<file path="src/rtl/adc_sched_pkg.sv">
// Shared types and widths for the ADC channel scheduler.
package adc_sched_pkg;

  localparam int CHAN_W = 3;
  localparam int DATA_W = 12;

  typedef enum logic [1:0] {
    IDLE    = 2'd0,
    SETTLE  = 2'd1,
    CAPTURE = 2'd2
  } state_e;

endpackage

</file>
<file path="src/rtl/rr_arbiter.sv">
// Combinational round-robin pick: first requesting index at or after ptr,
// wrapping modulo NUM_REQ.
module rr_arbiter
  import adc_sched_pkg::*;
#(
  parameter int NUM_REQ = 4,
  parameter int PTR_W   = $clog2(NUM_REQ)
) (
  input  logic [NUM_REQ-1:0] req,
  input  logic [PTR_W-1:0]   ptr,
  output logic [NUM_REQ-1:0] pick,
  output logic               found
);

  // Walk offsets from ptr outward; the first live request wins.
  always_comb begin
    pick  = '0;
    found = 1'b0;
    for (int off = 0; off < NUM_REQ; off++) begin
      for (int i = 0; i < NUM_REQ; i++) begin
        if (!found && req[i] && (((int'(ptr) + off) % NUM_REQ) == i)) begin
          pick[i] = 1'b1;
          found   = 1'b1;
        end
      end
    end
  end

endmodule

</file>
<file path="src/rtl/adc_chan_scheduler.sv">
// Shares one ADC among NUM_REQ requesters: round-robin grant, settle the
// channel mux for SETTLE_CYCLES clocks, capture one result, return it.
module adc_chan_scheduler
  import adc_sched_pkg::*;
#(
  parameter int NUM_REQ       = 4,
  parameter int SETTLE_CYCLES = 250
) (
  input  logic                      clk,
  input  logic                      reset_n,
  input  logic [NUM_REQ-1:0]        req,
  input  logic [NUM_REQ*CHAN_W-1:0] req_chan,
  input  logic [DATA_W-1:0]         result,
  output logic [NUM_REQ-1:0]        grant,
  output logic [NUM_REQ-1:0]        rsp_valid,
  output logic [DATA_W-1:0]         rsp_data,
  output logic                      busy,
  output logic [CHAN_W-1:0]         chan
);

  localparam int PTR_W = $clog2(NUM_REQ);
  localparam int CNT_W = $clog2(SETTLE_CYCLES);
  localparam logic [CNT_W-1:0] CNT_LAST = CNT_W'(SETTLE_CYCLES - 1);
  localparam logic [PTR_W-1:0] PTR_LAST = PTR_W'(NUM_REQ - 1);

  state_e              state_q, state_d;
  logic [NUM_REQ-1:0]  grant_q, grant_d;
  logic [NUM_REQ-1:0]  rspValid_q, rspValid_d;
  logic [DATA_W-1:0]   rspData_q, rspData_d;
  logic [CHAN_W-1:0]   chan_q, chan_d;
  logic [PTR_W-1:0]    ptr_q, ptr_d;
  logic [PTR_W-1:0]    idx_q, idx_d;
  logic [CNT_W-1:0]    cnt_q, cnt_d;

  logic [NUM_REQ-1:0]  pick;
  logic                found;
  logic [PTR_W-1:0]    pickIdx;
  logic [CHAN_W-1:0]   pickChan;
  logic                ownerLive;
  logic [PTR_W-1:0]    nextPtr;

  rr_arbiter #(
    .NUM_REQ (NUM_REQ),
    .PTR_W   (PTR_W)
  ) u_arb (
    .req   (req),
    .ptr   (ptr_q),
    .pick  (pick),
    .found (found)
  );

  always_comb begin
    pickIdx  = '0;
    pickChan = '0;
    for (int i = 0; i < NUM_REQ; i++) begin
      if (pick[i]) begin
        pickIdx  = PTR_W'(i);
        pickChan = req_chan[i*CHAN_W +: CHAN_W];
      end
    end
  end

  assign ownerLive = |(req & grant_q);
  assign nextPtr   = (idx_q == PTR_LAST) ? '0 : idx_q + PTR_W'(1);

  always_ff @(posedge clk or negedge reset_n) begin
    if (!reset_n) begin
      state_q    <= IDLE;
      grant_q    <= '0;
      rspValid_q <= '0;
      rspData_q  <= '0;
      chan_q     <= '0;
      ptr_q      <= '0;
      idx_q      <= '0;
      cnt_q      <= '0;
    end else begin
      state_q    <= state_d;
      grant_q    <= grant_d;
      rspValid_q <= rspValid_d;
      rspData_q  <= rspData_d;
      chan_q     <= chan_d;
      ptr_q      <= ptr_d;
      idx_q      <= idx_d;
      cnt_q      <= cnt_d;
    end
  end

  // A dropped request from the owner aborts silently and still moves ptr on,
  // so one flaky requester cannot monopolise the ADC.
  always_comb begin
    state_d    = state_q;
    grant_d    = grant_q;
    rspValid_d = '0;
    rspData_d  = rspData_q;
    chan_d     = chan_q;
    ptr_d      = ptr_q;
    idx_d      = idx_q;
    cnt_d      = cnt_q;
    case (state_q)
      IDLE: begin
        if (found) begin
          grant_d = pick;
          idx_d   = pickIdx;
          chan_d  = pickChan;
          cnt_d   = '0;
          state_d = SETTLE;
        end
      end
      SETTLE: begin
        if (!ownerLive) begin
          grant_d = '0;
          ptr_d   = nextPtr;
          state_d = IDLE;
        end else if (cnt_q == CNT_LAST) begin
          cnt_d   = '0;
          state_d = CAPTURE;
        end else begin
          cnt_d = cnt_q + CNT_W'(1);
        end
      end
      CAPTURE: begin
        grant_d = '0;
        ptr_d   = nextPtr;
        state_d = IDLE;
        if (ownerLive) begin
          rspData_d  = result;
          rspValid_d = grant_q;
        end
      end
      default: begin
        grant_d = '0;
        state_d = IDLE;
      end
    endcase
  end

  assign grant     = grant_q;
  assign rsp_valid = rspValid_q;
  assign rsp_data  = rspData_q;
  assign chan      = chan_q;
  assign busy      = (state_q != IDLE);

endmodule

</file>
<file path="config.mk">
export PLATFORM = sky130hd
export DESIGN_NAME = adc_chan_scheduler
export DESIGN_NICKNAME = d
export VERILOG_FILES = /design/src/rtl/adc_sched_pkg.sv /design/src/rtl/rr_arbiter.sv /design/src/rtl/adc_chan_scheduler.sv
export SDC_FILE = /design/constraint.sdc
export NUM_CORES = 1
export LEC_CHECK = 0
export ABC_CLOCK_PERIOD_IN_PS = 4700
export BUFFER_PORTS_ARGS = -buffer_cell sky130_fd_sc_hd__buf_2
export CAP_MARGIN = 0
export CORE_ASPECT_RATIO = 0.7
export CORE_UTILIZATION = 54
export CTS_BUF_LIST = sky130_fd_sc_hd__clkbuf_16
export DETAILED_ROUTE_END_ITERATION = 10
export GPL_TIMING_DRIVEN = 1
export PLACE_DENSITY = 0.86
export RECOVER_POWER = 50
export SLEW_MARGIN = 10
export SYNTH_ARGS = -nofsm -noshare
export SYNTH_HDL_FRONTEND = slang
export SYNTH_SLANG_ARGS = --single-unit
</file>
<file path="constraint.sdc">
create_clock -name clk -period 4.7 [get_ports clk]
set_input_delay 0.705 -clock clk [delete_from_list [all_inputs] [get_ports clk]]
set_output_delay 0.705 -clock clk [all_outputs]
set_load 0.02 [all_outputs]
</file>
==> impl_metrics.toml, run 1 <==
[outcome]
status = "finished with violations"
violations = "capacitance limit, slew limit"

[final_layout]
final_area_um2 = 2350
multi_input_area_um2 = 923
syn2layout_area_growth_pct = 19.5
fillers = 244
antenna_cells = 0
seqCellArea_um2 = 926
layout.cells.most_common = "buf_2"
fin_cells = 278
utilization_pct = 71.3
fin_nets = 263
layout_common_cells = "46 x buf_2, 37 x dfrtp_1, 15 x nand2_1"
drive_above_1_share_pct = 33.3

[floorplanning]
initial_core_util_pct = 59.7
die_width_um = 74.1
die_h_um = 52.5
core_um2 = 3300
rows = 17
io_pins = 54
die_area_um2 = 3890

[global_routing]
grt_pass1_wl_mm = 6.64
antenna_found_initial = 0
grt_pass1_vias = 1396
track_usage_pct = 23.6
grt_remaining_overflow = 0
grt_max_degree = 38

[setup_path]
r2r_end = "rsp_data[5]$_DFFE_PN0P_"
crit_start = "req[1]"
endpoint_kind = "register"
path_class = "in -> reg"
r2r_slack_ps = 2760
critPathMaxFanout = 9
reg2reg_from = "grant[1]$_DFFE_PN0P_"
cp.arrival_ps = 2560
r2r_cells = 4
startpoint_type = "input port"
crit_required_ps = 4880

[placement]
placed_area_um2 = 2210
port_buffers = 53
gp_congestion = 0.829
dp_hpwl_mm = 2.99
dpl.cell_count = 270

[detailed_routing]
wirelength_mm = 4.16
antenna_left = 0
vias = 1580
drt-initial-drc-count = 130
wl_per_cell_um = 15.0
viasPerCell = 5.68
drc_errors = 0
drt_pass1_iterations = 4

[hold_path]
hold_end = "cnt_q[7]$_DFFE_PN0P_"
min_from = "cnt_q[7]$_DFFE_PN0P_"
whs_path_depth = 1
hold_class = "reg -> reg"

[logic_synthesis]
ys_types = 49
async_reset_ff_share_pct = 100
synth_edf_count = 0
syn_inst = 179
ys_ff_latch = 37
synth_ff_type = "dfrtp_1"
syn-mean-instance-area_um2 = 11.0
synth_seq_area_share_pct = 47.1
ys_warn_count = 0
syn_nets = 212
syn_area_um2 = 1970

[timing]
finalClockSkew_ps = 6.29
rsz0062_at_grt = "no"
finalSetupTns_ps = 0
slew_viol_final = 38
min_period_over_period_pct = 50.6
slew_headroom_pct = -25.3
period_needed_ps = 2380
tightest_slew_ps = 1880
finalHoldViolCount = 0
hold_ws_ps = 496
setup_violations = 0
fmax_ghz = 0.421

[pwr]
power.density_nw_per_um2 = 546
leakage_nw = 1.15
peakVddDrop_mv = 0.359

[clocking]
cts_buffers = 5
cts.sinks = 37
ctsHoldBuffers = 0
cts_tree = "built"
cts_buffer_depth = 2
clkTransAtPathRegs_ps = 50
clockRootBuffer = "clkbuf_16"
postCtsSetupBuffers = 0
cts_htree_levels = 2
postCtsResizedCells = 0
clk_latency_ps = 280

[flow_run]
maxCapViolCount = 1
==> power breakdown <==
| part | internal (mW) | total [mW] | switching (mW) |
|---|---|---|---|
| combinational | 0.188 | 0.438 | 0.249 |
| sequential | 0.381 | 0.478 | 0.0970 |
| clock | 0.248 | 0.368 | 0.120 |
| total | 0.817 | 1.28 | 0.466 |
==> registers in the layout, indices dropped and copies added (netlist names) <==
register,flops
rsp_valid,4
idx_q,2
state_q,2
ptr_q,2
rsp_data,12
grant,4
chan,3
cnt_q,8
==> cell type report <==
class | count | area share, %
timing repair buffer | 53 | 10.9
multi-input combinational | 128 | 39.3
clock buffer | 5 | 5.32
tap | 47 | 2.50
sequential | 37 | 39.4
clock inverter | 3 | 1.76
inverter | 5 | 0.799
==> per-stage QoR <==
stage	total power [mW]	worst slack [ps]
floorplan	0.789	2780
global placement	0.898	2600
detailed placement	0.909	2550
CTS	1.28	2690
global route	1.36	2110
finish	1.28	2320
==> metal layers <==
metal / share of wire, % / GRT usage (%)
met1: 49 / 33.9
met2: 43 / 33.5
met3: 6.6 / 7.12
met4: 1.3 / 8.01
met5: 0 / 0
==> synth_stat cells, types with 2 or more instances <==
master,n,area [um^2]
clkbuf_1,2,7.51
o31ai_1,7,52.6
a31oi_1,2,12.5
buf_6,3,33.8
nand2_1,15,56.3
o21ai_0,13,65.1
a221oi_1,3,26.3
or2_2,2,12.5
mux2_4,7,105
a21oi_1,6,30.0
nor2b_1,6,37.5
nor4_1,2,12.5
dfrtp_1,37,926
a32oi_1,2,17.5
nand2b_1,2,12.5
o22a_1,3,26.3
nand3_1,5,25.0
mux2_2,8,90.1
ha_1,3,37.5
buf_2,2,10.0
inv_1,5,18.8
and2_1,4,25.0
and3_1,2,12.5
nor2_1,11,41.3
o22ai_1,3,18.8
==> critical path, cell delays in order <==
cell and delay [ps]:
buf_2 160, nor4_1 880, a21oi_1 150, o21ai_1 360, o21ai_0 200, o31ai_1 90
==> worst max-delay path by stage <==
stage                               end  slack, ps  cells past startpoint
6_report           cnt_q[4]$_DFFE_PN0P_       2320                      6
5_1_grt            cnt_q[5]$_DFFE_PN0P_       2110                      6
4_1_cts                            busy       2690                      2
3_5_place_dp       cnt_q[4]$_DFFE_PN0P_       2550                      6
3_3_place_gp       cnt_q[5]$_DFFE_PN0P_       2600                      6
2_1_floorplan  rsp_data[10]$_DFFE_PN0P_       2780                      7
==> cell families after synthesis <==
family | share of synthesized area, %
AO/OA/AOI/OAI | 20.0
multiplexers | 9.92
buffers and inverters | 4.96
AND/OR/NAND/NOR | 16.1
flip-flops | 47.1
adder cells (fa/ha/maj) | 1.91
No activity file was read; power rests on OpenSTA's default activity.
==> run 2: changes to the inputs <==
Settings changed: ABC_CLOCK_PERIOD_IN_PS 4700 to 2400, CORE_UTILIZATION 54 to 52, PLACE_DENSITY 0.86 to 0.83.
Clock period 4.7 ns to 2.4 ns, I/O delays scaled along.
==> run 2 against run 1 <==
Effect of this change:
- the run still ends with capacitance limit, slew limit left
- clock-buffer cell count did not move
- sequential power rose by 96%
- worst setup slack got worse by 1700 ps
- cell count rose by 1.1%
- worst hold slack got worse by 180 ps
- clock power rose by 67%
- via count fell by 2.6%
- sequential share of layout area rose by 0.13 points
- register-to-register slack got worse by 2200 ps
- highest routed layer unchanged
==> impl_metrics.toml, run 2 (same netlist as run 1, synthesis figures left out) <==
[floorplanning]
initial_core_util_pct = 55.3
rows = 18
io_pins = 54
die_h_um = 53.5
die_width_um = 75.5
core_um2 = 3560
die_area_um2 = 4040

[outcome]
status = "finished with violations"
violations = "capacitance limit, slew limit"

[timing]
finalSetupTns_ps = 0
postLayoutSetupSlackWorst_ps = 593
period_needed_ps = 1810
slew_viol_final = 38
fmax_ghz = 0.553
finalClockSkew_ps = 5.06
rsz0062_at_grt = "no"
tightest_slew_ps = 1860
hold_ws_ps = 319
finalHoldViolCount = 0
setup_violations = 0
min_period_over_period_pct = 75.3
slew_headroom_pct = -23.7

[setup_path]
crit_required_ps = 2560
cp.arrival_ps = 1970
critPathMaxFanout = 10
path_class = "reg -> reg"
endpoint_kind = "register"
startpoint_type = "register"

[clocking]
cts_buffer_depth = 2
postCtsResizedCells = 0
clkTransAtPathRegs_ps = 60
postCtsSetupBuffers = 0
cts_tree = "built"
cts_htree_levels = 2
cts_buffers = 5
clk_latency_ps = 280
ctsHoldBuffers = 0
clockRootBuffer = "clkbuf_16"
cts.sinks = 37

[final_layout]
fin_nets = 263
largest_register_ffs = 12
drive_above_1_share_pct = 31.6
layout.cells.most_common = "buf_2"
fillers = 278
final_area_um2 = 2340
utilization_pct = 65.8
layout_common_cells = "40 x buf_2, 37 x dfrtp_1, 15 x nand2_1"
antenna_cells = 0
syn2layout_area_growth_pct = 19.1
fin_cells = 281

[detailed_routing]
wl_per_cell_um = 14.8
wirelength_mm = 4.17
drc_errors = 0
vias = 1539
top_layer = "met4"
antenna_left = 0
viasPerCell = 5.48
drt_pass1_iterations = 4
drt-initial-drc-count = 108
route.met3.wl_um = 286
drt-met1-wl_mm = 2.03
dr_wl_met2_mm = 1.84

[pwr]
peakVddDrop_mv = 0.494
total_power_mw = 2.42
leakage_nw = 1.12
power.density_nw_per_um2 = 1030

[global_routing]
antenna_found_initial = 0
track_usage_pct = 21.6
grt_pass1_wl_mm = 6.13
grt_max_degree = 38
grt_pass1_vias = 1270
grt_remaining_overflow = 0

[placement]
placed_area_um2 = 2220
dp_hpwl_mm = 3.02
dpl.cell_count = 273
port_buffers = 53
gp_congestion = 0.829
place_ws_ps = 541

[hold_path]
hold_class = "in -> reg"

[flow_run]
maxCapViolCount = 1
## run 2: cell types whose count changed in the layout (fill, tap and decap cells not counted), sizes merged
cell	delta
clkinvlp	-1
buf	-6
clkinv	+2
clkbuf	+6
bufinv	-1
## run 2: metal layers
metal,GRT usage (%),vias to the layer above
met2,31.4,56
met5,0,-
met1,31.2,723
met4,4.63,0
li1,-,758
met3,7.05,2
## run 2: path summary, 6_finish.rpt
path                                       from                 endpoint  slack, ps  depth (start not counted)
setup reg to reg           ptr_q[0]$_DFFE_PN0P_      chan[2]$_DFFE_PN0P_        590                          5
setup / recovery           ptr_q[0]$_DFFE_PN0P_      chan[2]$_DFFE_PN0P_        590                          5
min in group asynchronous               reset_n   rsp_valid[1]$_DFF_PN0_        590                          1
hold / removal                        result[6]  rsp_data[6]$_DFFE_PN0P_        320                          2
max in group asynchronous               reset_n  rsp_data[5]$_DFFE_PN0P_        740                          1
hold reg to reg             chan[1]$_DFFE_PN0P_      chan[1]$_DFFE_PN0P_        490                          2
## run 2: cell type report
| class | instances | area, um^2 | area share (%) |
|---|---|---|---|
| clock buffers | 5 | 125 | 5.34 |
| clock inverters | 3 | 17.5 | 0.748 |
| inverters | 5 | 18.8 | 0.801 |
| multi-input cells | 128 | 943 | 40.3 |
| flip-flops and latches | 37 | 926 | 39.5 |
| well taps | 50 | 62.6 | 2.67 |
| repair buffers | 53 | 249 | 10.6 |
## run 2: report_power, final
part           switching (mW)  total [mW]  leakage [nW]  internal (mW)
sequential              0.191       0.937         0.497          0.746
clock                   0.236       0.616        0.0712          0.380
combinational           0.495       0.866         0.551          0.370
total                   0.923        2.42          1.12           1.50
## run 2: worst max-delay path: stages, from the launching register on
cell and delay, ps:
dfrtp_1 530, a21o_1 170, a21oi_1 50, o21ai_0 520
o22ai_1 150, o31ai_1 280
==> run 3: changes to the inputs <==
Settings changed: ABC_CLOCK_PERIOD_IN_PS 2400 to 1610, CORE_UTILIZATION 52 to 47, PLACE_DENSITY 0.83 to 0.8.
Clock period 2.4 ns to 1.61 ns, I/O delays scaled along.
==> run 3 against run 2 <==
Effect of this change:
- clock-buffer cell count did not move
- global-route usage rose by 1.0 points
- critical endpoint is now cnt_q[6]$_DFFE_PN0P_
- worst setup slack got worse by 600 ps
- first-iteration DRC count rose by 46%
- worst hold slack got worse by 290 ps
- sequential power rose by 40%
- critical path depth rose by 2
- the flow finishes with violations (setup timing)
- clock power rose by 77%
- sequential cell count did not move
==> impl_metrics.toml, run 3 (same netlist as run 1, synthesis figures left out) <==
[setup_path]
path_class = "reg -> reg"
reg2reg_from = "cnt_q[1]$_DFFE_PN0P_"
crit_required_ps = 1770
crit_path_max_incr_delay_ps = 370
path_cells = "inv_1, ha_1, nand2_2, o31ai_4, buf_4, nor2_1, a211o_1"
startpoint_type = "register"
r2r_cells = 7
r2r_slack_ps = -10
endpoint_kind = "register"
r2r_end = "cnt_q[6]$_DFFE_PN0P_"
cp.arrival_ps = 1780
critPathMaxFanout = 5
slowest_stage = "dfrtp_1"

[final_layout]
fillers = 295
antenna_cells = 0
fin_nets = 284
layout.cells.most_common = "buf_2"
seqCellArea_um2 = 928
syn2layout_area_growth_pct = 29.4
largest_register_ffs = 12
multi_input_area_um2 = 952
layout_common_cells = "45 x buf_2, 35 x dfrtp_1, 19 x buf_4"
drive_above_1_share_pct = 40.9

[global_routing]
track_usage_pct = 22.6
grt_remaining_overflow = 0
antenna_found_initial = 0
grt_max_degree = 33
grt_pass1_wl_mm = 7.52
grt_pass1_vias = 1546

[timing]
period_needed_ps = 1620
min_period_over_period_pct = 101
slew_viol_final = 0
finalClockSkew_ps = 2.47
hold_ws_ps = 32.4
tightest_slew_ps = 772
postLayoutSetupSlackWorst_ps = -11.9
finalSetupTns_ps = -11.9
finalHoldViolCount = 0
rsz0062_at_grt = "yes"
setup_violations = 1
slew_headroom_pct = 48.5
fmax_ghz = 0.617

[detailed_routing]
drt_pass1_iterations = 4
drc_errors = 0
vias = 1699
drt-initial-drc-count = 158
antenna_left = 0
wirelength_mm = 4.88
viasPerCell = 5.59
wl_per_cell_um = 16.0

[hold_path]
hold_class = "in -> async"

[floorplanning]
die_h_um = 56.1
die_area_um2 = 4450
io_pins = 54
rows = 19
die_width_um = 79.3
initial_core_util_pct = 49.5
core_um2 = 3970

[placement]
gp_congestion = 0.911
dp_hpwl_mm = 3.39
port_buffers = 53

[pwr]
power.density_nw_per_um2 = 1620
peakVddDrop_mv = 0.985
leakage_nw = 1.25

[outcome]
violations = "setup timing"
status = "finished with violations"

[clocking]
clkTransAtPathRegs_ps = 50
cts.sinks = 37
cts_buffers = 5
cts_buffer_depth = 2
clockRootBuffer = "clkbuf_16"
cts_tree = "built"
clk_latency_ps = 280
cts_htree_levels = 2

[flow_run]
maxCapViolCount = 0
## run 3: changes by cell type in the layout (fill, tap and decap cells not counted), sizes merged
cell / delta
buf: +25
bufinv: +1
clkbuf: -4
clkinvlp: +1
clkinv: -2
## run 3: worst max path at each step
stage	start	to	depth (start not counted)
after detailed placement	req[1]	idx_q[1]$_DFFE_PN0P_	4
after global routing	cnt_q[1]$_DFFE_PN0P_	cnt_q[6]$_DFFE_PN0P_	7
after floorplan	grant[2]$_DFFE_PN0P_	rsp_data[10]$_DFFE_PN0P_	6
final	cnt_q[1]$_DFFE_PN0P_	cnt_q[6]$_DFFE_PN0P_	7
after global placement	req[1]	idx_q[1]$_DFFE_PN0P_	4
after CTS	ptr_q[0]$_DFFE_PN0P_	chan[1]$_DFFE_PN0P_	5
## run 3: through the flow
step / area [um^2] / setup WS, ps / util [%] / power [mW] / instances
3_3_place_gp: 2360 / 87.2 / 59.4 / 2.84 / 293
6_report: 2540 / -11.9 / 64.1 / 4.12 / 304
5_1_grt: 2540 / -114 / 64.1 / 4.35 / 304
3_5_place_dp: 2360 / 33.9 / 59.4 / 2.89 / 293
2_1_floorplan: 1970 / 5.04 / - / 2.32 / 179
4_1_cts: 2520 / 24.8 / 63.6 / 4.00 / 301
## run 3: worst max-delay path: cells and delay by family, from the launching register on
family / cells / cell delay, ps
buffers and inverters: 2 / 240
adder cells (fa/ha/maj): 1 / 160
AND/OR/NAND/NOR: 2 / 120
AO/OA/AOI/OAI: 2 / 630
flip-flops: 1 / 370
## run 3: timing repair
item / CTS / global route
buffers inserted: 0 / 3
resized for setup: 0 / 7
setup endpoints to repair: 0 / 7
hold buffers: 0 / 0
## run 3: report_power, final
| group | switching (mW) | internal [mW] | leakage [nW] |
|---|---|---|---|
| Combinational | 0.939 | 0.783 | 0.681 |
| Sequential | 0.194 | 1.12 | 0.494 |
| Clock | 0.362 | 0.724 | 0.0775 |
## run 3: layout make-up
type | instances | share of cell area [%]
sequential | 37 | 36.5
multi-input combinational | 128 | 37.4
clock buffer | 5 | 4.92
tap | 52 | 2.56
timing repair buffer | 74 | 16.3
clock inverter | 3 | 1.62
inverter | 5 | 0.737
## run 3: layer usage
metal,track usage [%],part of all wire (%),vias to the layer above
li1,-,-,804
met1,30.4,45,811
met2,35.3,47,79
met3,6.23,7.8,5
met4,7.53,0.82,0
met5,0,0,-
